[config.mk]
export PLATFORM = sky130hd
export DESIGN_NAME = dds_voice_engine_flat
export DESIGN_NICKNAME = d
export VERILOG_FILES = /design/src/rtl/dds_voice_engine_if.sv /design/src/rtl/dds_voice_engine.sv /design/src/flat_wrapper.sv
export SDC_FILE = /design/constraint.sdc
export NUM_CORES = 1
export LEC_CHECK = 0
export CORE_MARGIN = 2
export CORE_UTILIZATION = 65
export CTS_CLUSTER_SIZE = 10
export DETAILED_ROUTE_END_ITERATION = 8
export PLACE_DENSITY = 0.83
export SLEW_MARGIN = 0
export SYNTH_ARGS = -nofsm -noshare
export SYNTH_HDL_FRONTEND = slang
export SYNTH_SLANG_ARGS = --single-unit
[constraint.sdc]
create_clock -name sys_clk -period 18.2 [get_ports sys_clk]
set_input_delay 4.55 -clock sys_clk [delete_from_list [all_inputs] [get_ports sys_clk]]
set_output_delay 4.55 -clock sys_clk [all_outputs]
set_load 0.01 [all_outputs]
[src/rtl/dds_voice_engine_if.sv]
// Bus bundle for the DDS voice engine: frame request, shadowed config
// write port from the SPI command decoder, and the mixed sample output
// towards the DAC SPI master.
interface dds_voice_engine_if #(
  parameter int NUM_VOICES = 4,
  parameter int TUNE_W     = 16,
  parameter int OUT_W      = 16
) ();
  localparam int VOICE_W = $clog2(NUM_VOICES);

  logic               sample_tick;
  logic               cfg_we;
  logic [VOICE_W-1:0] cfg_voice;
  logic [1:0]         cfg_field;
  logic [TUNE_W-1:0]  cfg_data;
  logic [OUT_W-1:0]   out_sample;
  logic               out_valid;
  logic               busy;
  logic               overrun;

  modport master (
    output sample_tick, cfg_we, cfg_voice, cfg_field, cfg_data,
    input  out_sample, out_valid, busy, overrun
  );

  modport slave (
    input  sample_tick, cfg_we, cfg_voice, cfg_field, cfg_data,
    output out_sample, out_valid, busy, overrun
  );
endinterface

[src/rtl/dds_voice_engine.sv]
// N-voice DDS engine. A single waveform/mix datapath is shared by all
// voices, one voice per clock, once per accepted sample_tick. Config
// writes land in shadow registers and take effect atomically at the
// next accepted tick so a frame never sees a half-written voice.
module dds_voice_engine #(
  parameter int NUM_VOICES = 4,
  parameter int TUNE_W     = 16,
  parameter int ACC_W      = 20,
  parameter int PHASE_W    = 14,
  parameter int WAVE_W     = 12,
  parameter int OUT_W      = 16
) (
  input  logic                sys_clk,
  input  logic                rst,
  dds_voice_engine_if.slave   bus
);

  localparam int VOICE_W = $clog2(NUM_VOICES);
  localparam int SUM_W   = WAVE_W + VOICE_W;
  localparam int SHIFT   = OUT_W - SUM_W;

  localparam logic [1:0] ST_IDLE = 2'd0;
  localparam logic [1:0] ST_SCAN = 2'd1;
  localparam logic [1:0] ST_DONE = 2'd2;

  localparam logic [VOICE_W-1:0] LAST_VOICE = VOICE_W'(NUM_VOICES - 1);
  localparam logic [WAVE_W-1:0]  WAVE_MSB   = {1'b1, {(WAVE_W-1){1'b0}}};
  localparam logic [OUT_W-1:0]   OUT_MID    = {1'b1, {(OUT_W-1){1'b0}}};
  localparam logic [15:0]        LFSR_SEED  = 16'hACE1;

  // x^16+x^14+x^13+x^11, shifting towards bit 0, new bit enters at 15.
  function automatic logic [15:0] lfsr_step(input logic [15:0] cur);
    return {cur[0] ^ cur[2] ^ cur[3] ^ cur[5], cur[15:1]};
  endfunction

  // Shadow (host-written) and active (frame-visible) per-voice config.
  logic [TUNE_W-1:0] sh_tune_r  [NUM_VOICES];
  logic [6:0]        sh_ctrl_r  [NUM_VOICES];
  logic [WAVE_W-1:0] sh_pw_r    [NUM_VOICES];
  logic [TUNE_W-1:0] act_tune_r [NUM_VOICES];
  logic [6:0]        act_ctrl_r [NUM_VOICES];
  logic [WAVE_W-1:0] act_pw_r   [NUM_VOICES];
  logic [ACC_W-1:0]  acc_r      [NUM_VOICES];

  logic [1:0]               state_r;
  logic [VOICE_W-1:0]       voice_r;
  logic [15:0]              lfsr_r;
  logic signed [SUM_W-1:0]  sum_r;
  logic [OUT_W-1:0]         out_sample_r;
  logic                     out_valid_r;
  logic                     busy_r;
  logic                     overrun_r;

  logic                     tick_accept_s;
  logic [6:0]               ctrl_s;
  logic                     en_s;
  logic                     pr_s;
  logic [2:0]               mode_s;
  logic [1:0]               atten_s;
  logic [PHASE_W-1:0]       phase_s;
  logic [WAVE_W-1:0]        t_s;
  logic [WAVE_W-1:0]        wave_s;
  logic signed [WAVE_W-1:0] scaled_s;
  logic signed [SUM_W-1:0]  contrib_s;
  logic signed [SUM_W-1:0]  sum_next_s;
  logic [OUT_W-1:0]         out_word_s;
  logic [ACC_W-1:0]         acc_next_s;
  logic                     noise_step_s;
  logic                     unused_s;

  assign tick_accept_s = bus.sample_tick && (state_r == ST_IDLE);

  // Evaluate the voice selected by voice_r: phase, waveform, attenuation, mix.
  always_comb begin
    ctrl_s   = act_ctrl_r[voice_r];
    en_s     = ctrl_s[0];
    pr_s     = ctrl_s[1];
    mode_s   = ctrl_s[4:2];
    atten_s  = ctrl_s[6:5];
    phase_s  = pr_s ? {PHASE_W{1'b0}} : acc_r[voice_r][ACC_W-1 -: PHASE_W];
    t_s      = phase_s[PHASE_W-1 -: WAVE_W];
    wave_s   = WAVE_MSB;
    case (mode_s)
      3'd0: wave_s = t_s;
      3'd1: wave_s = (t_s < act_pw_r[voice_r]) ? {WAVE_W{1'b1}} : {WAVE_W{1'b0}};
      3'd2: wave_s = phase_s[PHASE_W-1] ? ~phase_s[PHASE_W-2 -: WAVE_W]
                                        :  phase_s[PHASE_W-2 -: WAVE_W];
      3'd3: wave_s = lfsr_r[15 -: WAVE_W];
      default: wave_s = WAVE_MSB;
    endcase
    scaled_s     = $signed(wave_s ^ WAVE_MSB) >>> atten_s;
    contrib_s    = en_s ? SUM_W'(scaled_s) : {SUM_W{1'b0}};
    sum_next_s   = sum_r + contrib_s;
    out_word_s   = (OUT_W'(sum_next_s) << SHIFT) ^ OUT_MID;
    noise_step_s = en_s && (mode_s == 3'd3);
    if (!en_s) begin
      acc_next_s = acc_r[voice_r];
    end else if (pr_s) begin
      acc_next_s = {ACC_W{1'b0}};
    end else begin
      acc_next_s = acc_r[voice_r] + ACC_W'(act_tune_r[voice_r]);
    end
  end

  // Low phase bits below the waveform resolution are intentionally dropped.
  assign unused_s = ^phase_s;

  // Shadow writes from the host; an accepted tick snapshots shadows to active.
  always_ff @(posedge sys_clk) begin
    if (rst) begin
      for (int v = 0; v < NUM_VOICES; v++) begin
        sh_tune_r[v]  <= {TUNE_W{1'b0}};
        sh_ctrl_r[v]  <= 7'd0;
        sh_pw_r[v]    <= {WAVE_W{1'b0}};
        act_tune_r[v] <= {TUNE_W{1'b0}};
        act_ctrl_r[v] <= 7'd0;
        act_pw_r[v]   <= {WAVE_W{1'b0}};
      end
    end else begin
      if (tick_accept_s) begin
        for (int v = 0; v < NUM_VOICES; v++) begin
          act_tune_r[v]   <= sh_tune_r[v];
          act_ctrl_r[v]   <= sh_ctrl_r[v];
          act_pw_r[v]     <= sh_pw_r[v];
          sh_ctrl_r[v][1] <= 1'b0;   // phase_reset is a one-shot
        end
      end
      // A write coincident with the snapshot wins in the shadow (next frame).
      if (bus.cfg_we) begin
        case (bus.cfg_field)
          2'd0: sh_tune_r[bus.cfg_voice] <= bus.cfg_data;
          2'd1: sh_ctrl_r[bus.cfg_voice] <= bus.cfg_data[6:0];
          2'd2: sh_pw_r[bus.cfg_voice]   <= bus.cfg_data[TUNE_W-1 -: WAVE_W];
          default: begin end
        endcase
      end
    end
  end

  // Phase accumulators and noise generator advance only when their voice is scanned.
  always_ff @(posedge sys_clk) begin
    if (rst) begin
      for (int v = 0; v < NUM_VOICES; v++) begin
        acc_r[v] <= {ACC_W{1'b0}};
      end
      lfsr_r <= LFSR_SEED;
    end else if (state_r == ST_SCAN) begin
      acc_r[voice_r] <= acc_next_s;
      if (noise_step_s) begin
        lfsr_r <= lfsr_step(lfsr_r);
      end
    end
  end

  // Frame sequencer: IDLE -> SCAN (one voice per cycle) -> DONE -> IDLE.
  always_ff @(posedge sys_clk) begin
    if (rst) begin
      state_r      <= ST_IDLE;
      voice_r      <= {VOICE_W{1'b0}};
      sum_r        <= {SUM_W{1'b0}};
      out_sample_r <= OUT_MID;
      out_valid_r  <= 1'b0;
      busy_r       <= 1'b0;
      overrun_r    <= 1'b0;
    end else begin
      out_valid_r <= 1'b0;
      if (bus.sample_tick && (state_r != ST_IDLE)) begin
        overrun_r <= 1'b1;
      end
      case (state_r)
        ST_IDLE: begin
          if (tick_accept_s) begin
            state_r <= ST_SCAN;
            voice_r <= {VOICE_W{1'b0}};
            sum_r   <= {SUM_W{1'b0}};
            busy_r  <= 1'b1;
          end
        end
        ST_SCAN: begin
          sum_r <= sum_next_s;
          if (voice_r == LAST_VOICE) begin
            state_r      <= ST_DONE;
            out_sample_r <= out_word_s;
            out_valid_r  <= 1'b1;
          end else begin
            voice_r <= voice_r + VOICE_W'(1);
          end
        end
        ST_DONE: begin
          state_r <= ST_IDLE;
          busy_r  <= 1'b0;
        end
        default: begin
          state_r <= ST_IDLE;
          busy_r  <= 1'b0;
        end
      endcase
    end
  end

  assign bus.out_sample = out_sample_r;
  assign bus.out_valid  = out_valid_r;
  assign bus.busy       = busy_r;
  assign bus.overrun    = overrun_r;

endmodule

[src/flat_wrapper.sv]
// flat-port wrapper written by rule: the top's interface ports become plain ports
module dds_voice_engine_flat 
#(
  parameter int NUM_VOICES = 4,
  parameter int TUNE_W     = 16,
  parameter int ACC_W      = 20,
  parameter int PHASE_W    = 14,
  parameter int WAVE_W     = 12,
  parameter int OUT_W      = 16
)
  (sys_clk, rst, bus_sample_tick, bus_cfg_we, bus_cfg_voice, bus_cfg_field, bus_cfg_data, bus_out_sample, bus_out_valid, bus_busy, bus_overrun);
  dds_voice_engine_if #(.NUM_VOICES(NUM_VOICES), .TUNE_W(TUNE_W), .OUT_W(OUT_W)) bus_i ();
  input  logic sys_clk;
  input  logic rst;
  input wire logic [$bits(bus_i.sample_tick)-1:0] bus_sample_tick;
  input wire logic [$bits(bus_i.cfg_we)-1:0] bus_cfg_we;
  input wire logic [$bits(bus_i.cfg_voice)-1:0] bus_cfg_voice;
  input wire logic [$bits(bus_i.cfg_field)-1:0] bus_cfg_field;
  input wire logic [$bits(bus_i.cfg_data)-1:0] bus_cfg_data;
  output wire logic [$bits(bus_i.out_sample)-1:0] bus_out_sample;
  output wire logic [$bits(bus_i.out_valid)-1:0] bus_out_valid;
  output wire logic [$bits(bus_i.busy)-1:0] bus_busy;
  output wire logic [$bits(bus_i.overrun)-1:0] bus_overrun;
  assign bus_i.sample_tick = bus_sample_tick;
  assign bus_i.cfg_we = bus_cfg_we;
  assign bus_i.cfg_voice = bus_cfg_voice;
  assign bus_i.cfg_field = bus_cfg_field;
  assign bus_i.cfg_data = bus_cfg_data;
  assign bus_out_sample = bus_i.out_sample;
  assign bus_out_valid = bus_i.out_valid;
  assign bus_busy = bus_i.busy;
  assign bus_overrun = bus_i.overrun;
  dds_voice_engine #(.NUM_VOICES(NUM_VOICES), .TUNE_W(TUNE_W), .ACC_W(ACC_W), .PHASE_W(PHASE_W), .WAVE_W(WAVE_W), .OUT_W(OUT_W)) u_core (.sys_clk(sys_clk), .rst(rst), .bus(bus_i));
endmodule
# Word-level counts from Yosys, hierarchy flattened
# Memory sizes are Yosys's and may differ from the RTL's. A register that Yosys moved wholly into a read port is not among the register bits.
# Index checks and enable logic that the tools add are counted.
totals:
  reg_bits: 51
  ram_bits: 360
  input_bits: 24
  out_inout_bits: 19
  word_cells: 142
  mem_count: 7
memory_table:
  columns: ["name", "depth", "word_bits", "read_ports", "rd_clocked_by_memory_dff", "write_ports", "line_no", "text"]
  rows:
  - ["u_core.acc_r", 4, 20, 1, 1, 4, "dds_voice_engine.sv:43", "logic [ACC_W-1:0] acc_r [NUM_VOICES];"]
  - ["u_core.act_tune_r", 4, 16, 1, 1, 4, "dds_voice_engine.sv:40", "logic [TUNE_W-1:0] act_tune_r [NUM_VOICES];"]
  - ["u_core.sh_tune_r", 4, 16, 4, 0, 4, "dds_voice_engine.sv:37", "logic [TUNE_W-1:0] sh_tune_r [NUM_VOICES];"]
  - ["u_core.act_pw_r", 4, 12, 1, 1, 4, "dds_voice_engine.sv:42", "logic [WAVE_W-1:0] act_pw_r [NUM_VOICES];"]
  - ["u_core.sh_pw_r", 4, 12, 4, 0, 4, "dds_voice_engine.sv:39", "logic [WAVE_W-1:0] sh_pw_r [NUM_VOICES];"]
  - ["u_core.act_ctrl_r", 4, 7, 1, 1, 4, "dds_voice_engine.sv:41", "logic [6:0] act_ctrl_r [NUM_VOICES];"]
  - ["1 more memories", null, null, null, null, null, null, null]
classes:
  n_addsub: 3
  n_lt_le_gt_ge: 1
  eq_ne: 10
  n_shift: 1
  mux: 71
  bitwise: 23
  n_reduce_logical: 18
ops:
  columns: ["cell", "n"]
  rows:
  - ["2-to-1 mux 12 bit", 7]
  - ["2-to-1 mux 16 bit", 5]
  - ["2-to-1 mux 20 bit", 3]
  - ["one-hot mux 12 bit (4 select lines)", 1]
  - ["2-to-1 mux 14 bit", 3]
  - ["2-to-1 mux 2 bit", 15]
  - ["2-to-1 mux 1 bit", 29]
  - ["2-to-1 mux 7 bit", 4]
  - ["one-hot mux 14 bit (2 select lines)", 1]
  - ["adder 20 x 16 -> 20 bit", 1]
  - ["OR reduction 20 bit", 1]
  - ["bitwise OR 1 bit", 16]
  - ["OR reduction 16 bit", 1]
  - ["adder 14 bit", 1]
  - ["< comparator 12 bit", 1]
  - ["NOT 12 bit", 1]
  - ["OR reduction 12 bit", 1]
  - [">>> shifter 12 x 2 -> 12 bit", 1]
  - ["AND reduction 2 bit", 5]
  - ["one-hot mux 2 bit (2 select lines)", 2]
  - ["equality test 3 x 2 -> 1 bit (second input constant)", 2]
  - ["equality test 2 x 1 -> 1 bit (second input constant)", 2]
  - ["equality test 2 bit (second input constant)", 2]
  - ["logical NOT 2 bit", 2]
  - ["12 further kinds", 20]

# Longest topological paths before layout
depth:
  word_depth: 9
  ltp_mapped: 27

# Worst setup path before layout
# No wires, ideal clock.
synth_path:
  path_type: "input-to-reg"
  from: "input rst"
  to: "register u_core.sum_r[10]"
  arrival_ps: 8719
  t_required_ps: 18081
  slack_ps: 9361
  cell_stages: 5
  n_path_buf: 1
  path_cell_list: "buf_1 -> a21oi_1 -> inv_1 -> nor2_1 -> a22o_1"
synth_rtl:
  columns: ["item", "line_no", "text"]
  rows:
  - ["from (decl)", "flat_wrapper.sv:14", "input logic rst;"]
  - ["to (signal assigned)", "dds_voice_engine.sv:160", "sum_r <= {SUM_W{1'b0}};"]
  - ["to (signal assigned)", "dds_voice_engine.sv:175", "sum_r <= {SUM_W{1'b0}};"]
  - ["to (signal assigned)", "dds_voice_engine.sv:180", "sum_r <= sum_next_s;"]
  - ["to (decl)", "dds_voice_engine.sv:48", "logic signed [SUM_W-1:0] sum_r;"]

==> flow_metrics.tcl <==
set metrics [dict create \
    status "completed" \
    clk_pin_slew_ps 50 \
    timing.fmax_mhz 122 \
    cp-start-kind "primary input" \
    tightest_slew_ps 1060 \
    wl_um 38400 \
    ant_nets 0 \
    nets 1552 \
    cts_setup_buffers 0 \
    max_cap_violations 0 \
    yosysUniqueCellTypes 71 \
    grt_overflow 0 \
    ys_seq_area_share_pct 62.8 \
    final.min_clock_period_ps 8180 \
    firstDrtPassIters 5 \
    avgRoutedWirePerCell_um 20.4 \
    power.leakage_nw 7.78 \
    reg2reg_depth 20 \
    route.detailed.drc 0 \
    pwr_density_cell_nw_per_um2 105 \
    cts_buffers 47 \
    finish.instance_area_um2 20900 \
    synth-seq-cells 413 \
    synth_ff_type "edfxtp_1" \
    htreeDepth 2 \
    setup_viol 0 \
    final.setup.tns_ps 0 \
    power.switching_uw 524 \
    place_area_um2 19600 \
    syn_avg_cell_area_um2 13.0 \
    p_clk_share_pct 37.8 \
    cp.arrival_ps 8360 \
    hold_viol 0 \
    endpoint_kind "flip-flop" \
    preCtsSetupSlack_ps 9500 \
    hold_path.class "reg -> reg" \
    p_seq_share_pct 50.7 \
    drv_slew 0 \
    p_total_mw 2.19 \
    die_h_um 174 \
    drt_iter0_markers 943 \
    start_util_pct 66.0 \
    syn2layout_area_growth_pct 10.6 \
    crit_path_max_fanout 40 \
    fin_skew_ps 13.0 \
    clk_latency_ps 560 \
    synth_area_um2 18900 \
    drive_gt1_share_pct 9.59 \
    root_buffer "clkbuf_16" \
    antenna_found_initial 0 \
    cts_tree "built" \
    synth_edf_count 360 \
    clk_path_buf_depth 3 \
    fin_ws_ps 10020 \
    min_delay_path_depth 2 \
    swShare_pct 24.0 \
    die_width_um 174 \
    portBuffers 40 \
    yosys_warnings 0 \
    vias 11461 \
    fp.dieArea_um2 30400 \
    coreArea_um2 28600 \
    slew_headroom_pct 28.6 \
    cts.sink_count 413 \
    num_io_pins 43 \
    grt_usage_pct 26.1 \
    path_class "in -> reg" \
    final_cell_mix "360 x edfxtp_1, 219 x and2_1, 165 x nor2_1, 109 x nand2_1, 53 x mux4_2" \
    ir_worst_vdd_mv 0.104 \
    crit_required_ps 18380 \
    grt_max_degree 142 \
    globalplace.congestion 0.842 \
    row_count 62 \
    dp_hpwl_um 24900 \
    grt_first_pass_wirelength_um 61300 \
    cts_hold_buf 0 \
    syn-instance-count 1454 \
    viasPerCell 6.08 \
    p_comb_share_pct 11.5 \
    intPower_mw 1.66 \
    synthArstFlopShare_pct 0 \
    min_period_over_period_pct 45.0 \
    grt_pass1_vias 11524 \
    cts_resized 0 \
    rsz0062_at_grt "no" \
    mostFrequentLayoutCell "edfxtp_1" \
    diodes 0 \
]
==> state kept, by name (all words and copies together), names as in the netlist, named ones only <==
name and count:
u_core.acc_r 80, u_core.act_tune_r 64, u_core.sh_tune_r 64, u_core.act_pw_r 48, u_core.sh_pw_r 48, u_core.act_ctrl_r 28, u_core.sh_ctrl_r 28, u_core.lfsr_r 16
u_core.bus.out_sample 14, u_core.sum_r 14, u_core.state_r 2, u_core.voice_r 2, u_core.bus.busy 1, u_core.bus.out_valid 1, u_core.bus.overrun 1
==> final cells by class <==
class / instances / area (µm²)
Inverter: 36 / 138
Timing Repair Buffer: 59 / 543
Fill cell: 1771 / 7720
Tap cell: 384 / 480
Clock buffer: 61 / 1250
Sequential cell: 413 / 11900
Clock inverter: 4 / 60.1
Multi-Input combinational cell: 928 / 6550
==> power by group through the flow <==
| stage | sequential (mW) | clock, mW | combinational, mW |
|---|---|---|---|
| CTS | 1.11 | 0.834 | 0.249 |
| global route | 1.11 | 0.869 | 0.276 |
| floorplan | 1.12 | 0 | 0.186 |
| global placement | 1.12 | 0 | 0.241 |
| finish | 1.11 | 0.827 | 0.251 |
| detailed placement | 1.13 | 0 | 0.247 |
==> kinds of logic (layout without fill, tap and decap cells) <==
logic type | Yosys count | after routing | synth area share [%]
flip-flops | 413 | 413 | 62.8
buffers and inverters | 114 | 160 | 2.60
XOR/XNOR | 40 | 40 | 1.89
multiplexers | 69 | 69 | 7.18
AND/OR/NAND/NOR | 577 | 577 | 15.6
AO/OA/AOI/OAI | 197 | 197 | 6.98
other | 1 | 2 | 0.0198
adder cells (fa/ha/maj) | 43 | 43 | 2.93
==> metal layers <==
metal	vias up	track usage, %	part of all wire (%)
li1	5305	-	-
met1	5625	34.4	40
met2	447	45.0	50
met3	84	4.13	6.9
met4	0	8.06	2.7
met5	-	0	0
==> path summary, 6_finish.rpt <==
kind | slack [ps] | from | to
hold / removal | 450 | u_core.bus.out_sample[5] | u_core.bus.out_sample[5]
setup reg to reg | 11570 | flip-flop | u_core.bus.out_sample[15]
setup / recovery | 10020 | rst | u_core.acc_r[1][0]
hold reg to reg | 450 | u_core.bus.out_sample[5] | u_core.bus.out_sample[5]
==> critical path: stages <==
cell and delay [ps]:
clkdlybuf4s50_1 400, buf_4 270, inv_1 690, nand2_1 780
nor2_1 340, nand2_1 440, nand2_1 850
==> Yosys cell counts, types with 5 or more instances <==
library cell    n  area [µm²]
buf_2          11        55.1
o21ai_0        36         180
a21oi_1        51         255
nor3_1         13        65.1
edfxtp_1      360       10800
xnor2_1        19         166
and2_1        219        1370
nand2b_1        5        31.3
clkbuf_1       57         214
or3_1           7        43.8
a22o_1         21         184
a22oi_1        22         165
nand3_1        15        75.1
xor2_1         20         175
ha_1           41         513
dfxtp_1        53        1060
a21o_1         12        90.1
nor2_1        166         623
nor2b_1        16         100
and3_1          6        37.5
buf_4           5        37.5
inv_1          36         135
mux2i_1        13         130
nand2_1       109         409
a211oi_1       10        75.1
o22ai_1         5        31.3
mux4_2         53        1190
==> per-stage QoR <==
| stage | hold slack, ps | instances | util (%) |
|---|---|---|---|
| after floorplan | 429 | 1455 | - |
| after global placement | 436 | 1820 | 68.4 |
| after detailed placement | 446 | 1820 | 68.4 |
| after CTS | 453 | 1885 | 73.0 |
| after global routing | 476 | 1885 | 73.0 |
| final | 452 | 1885 | 73.0 |
No activity file was read; power rests on OpenSTA's default activity.
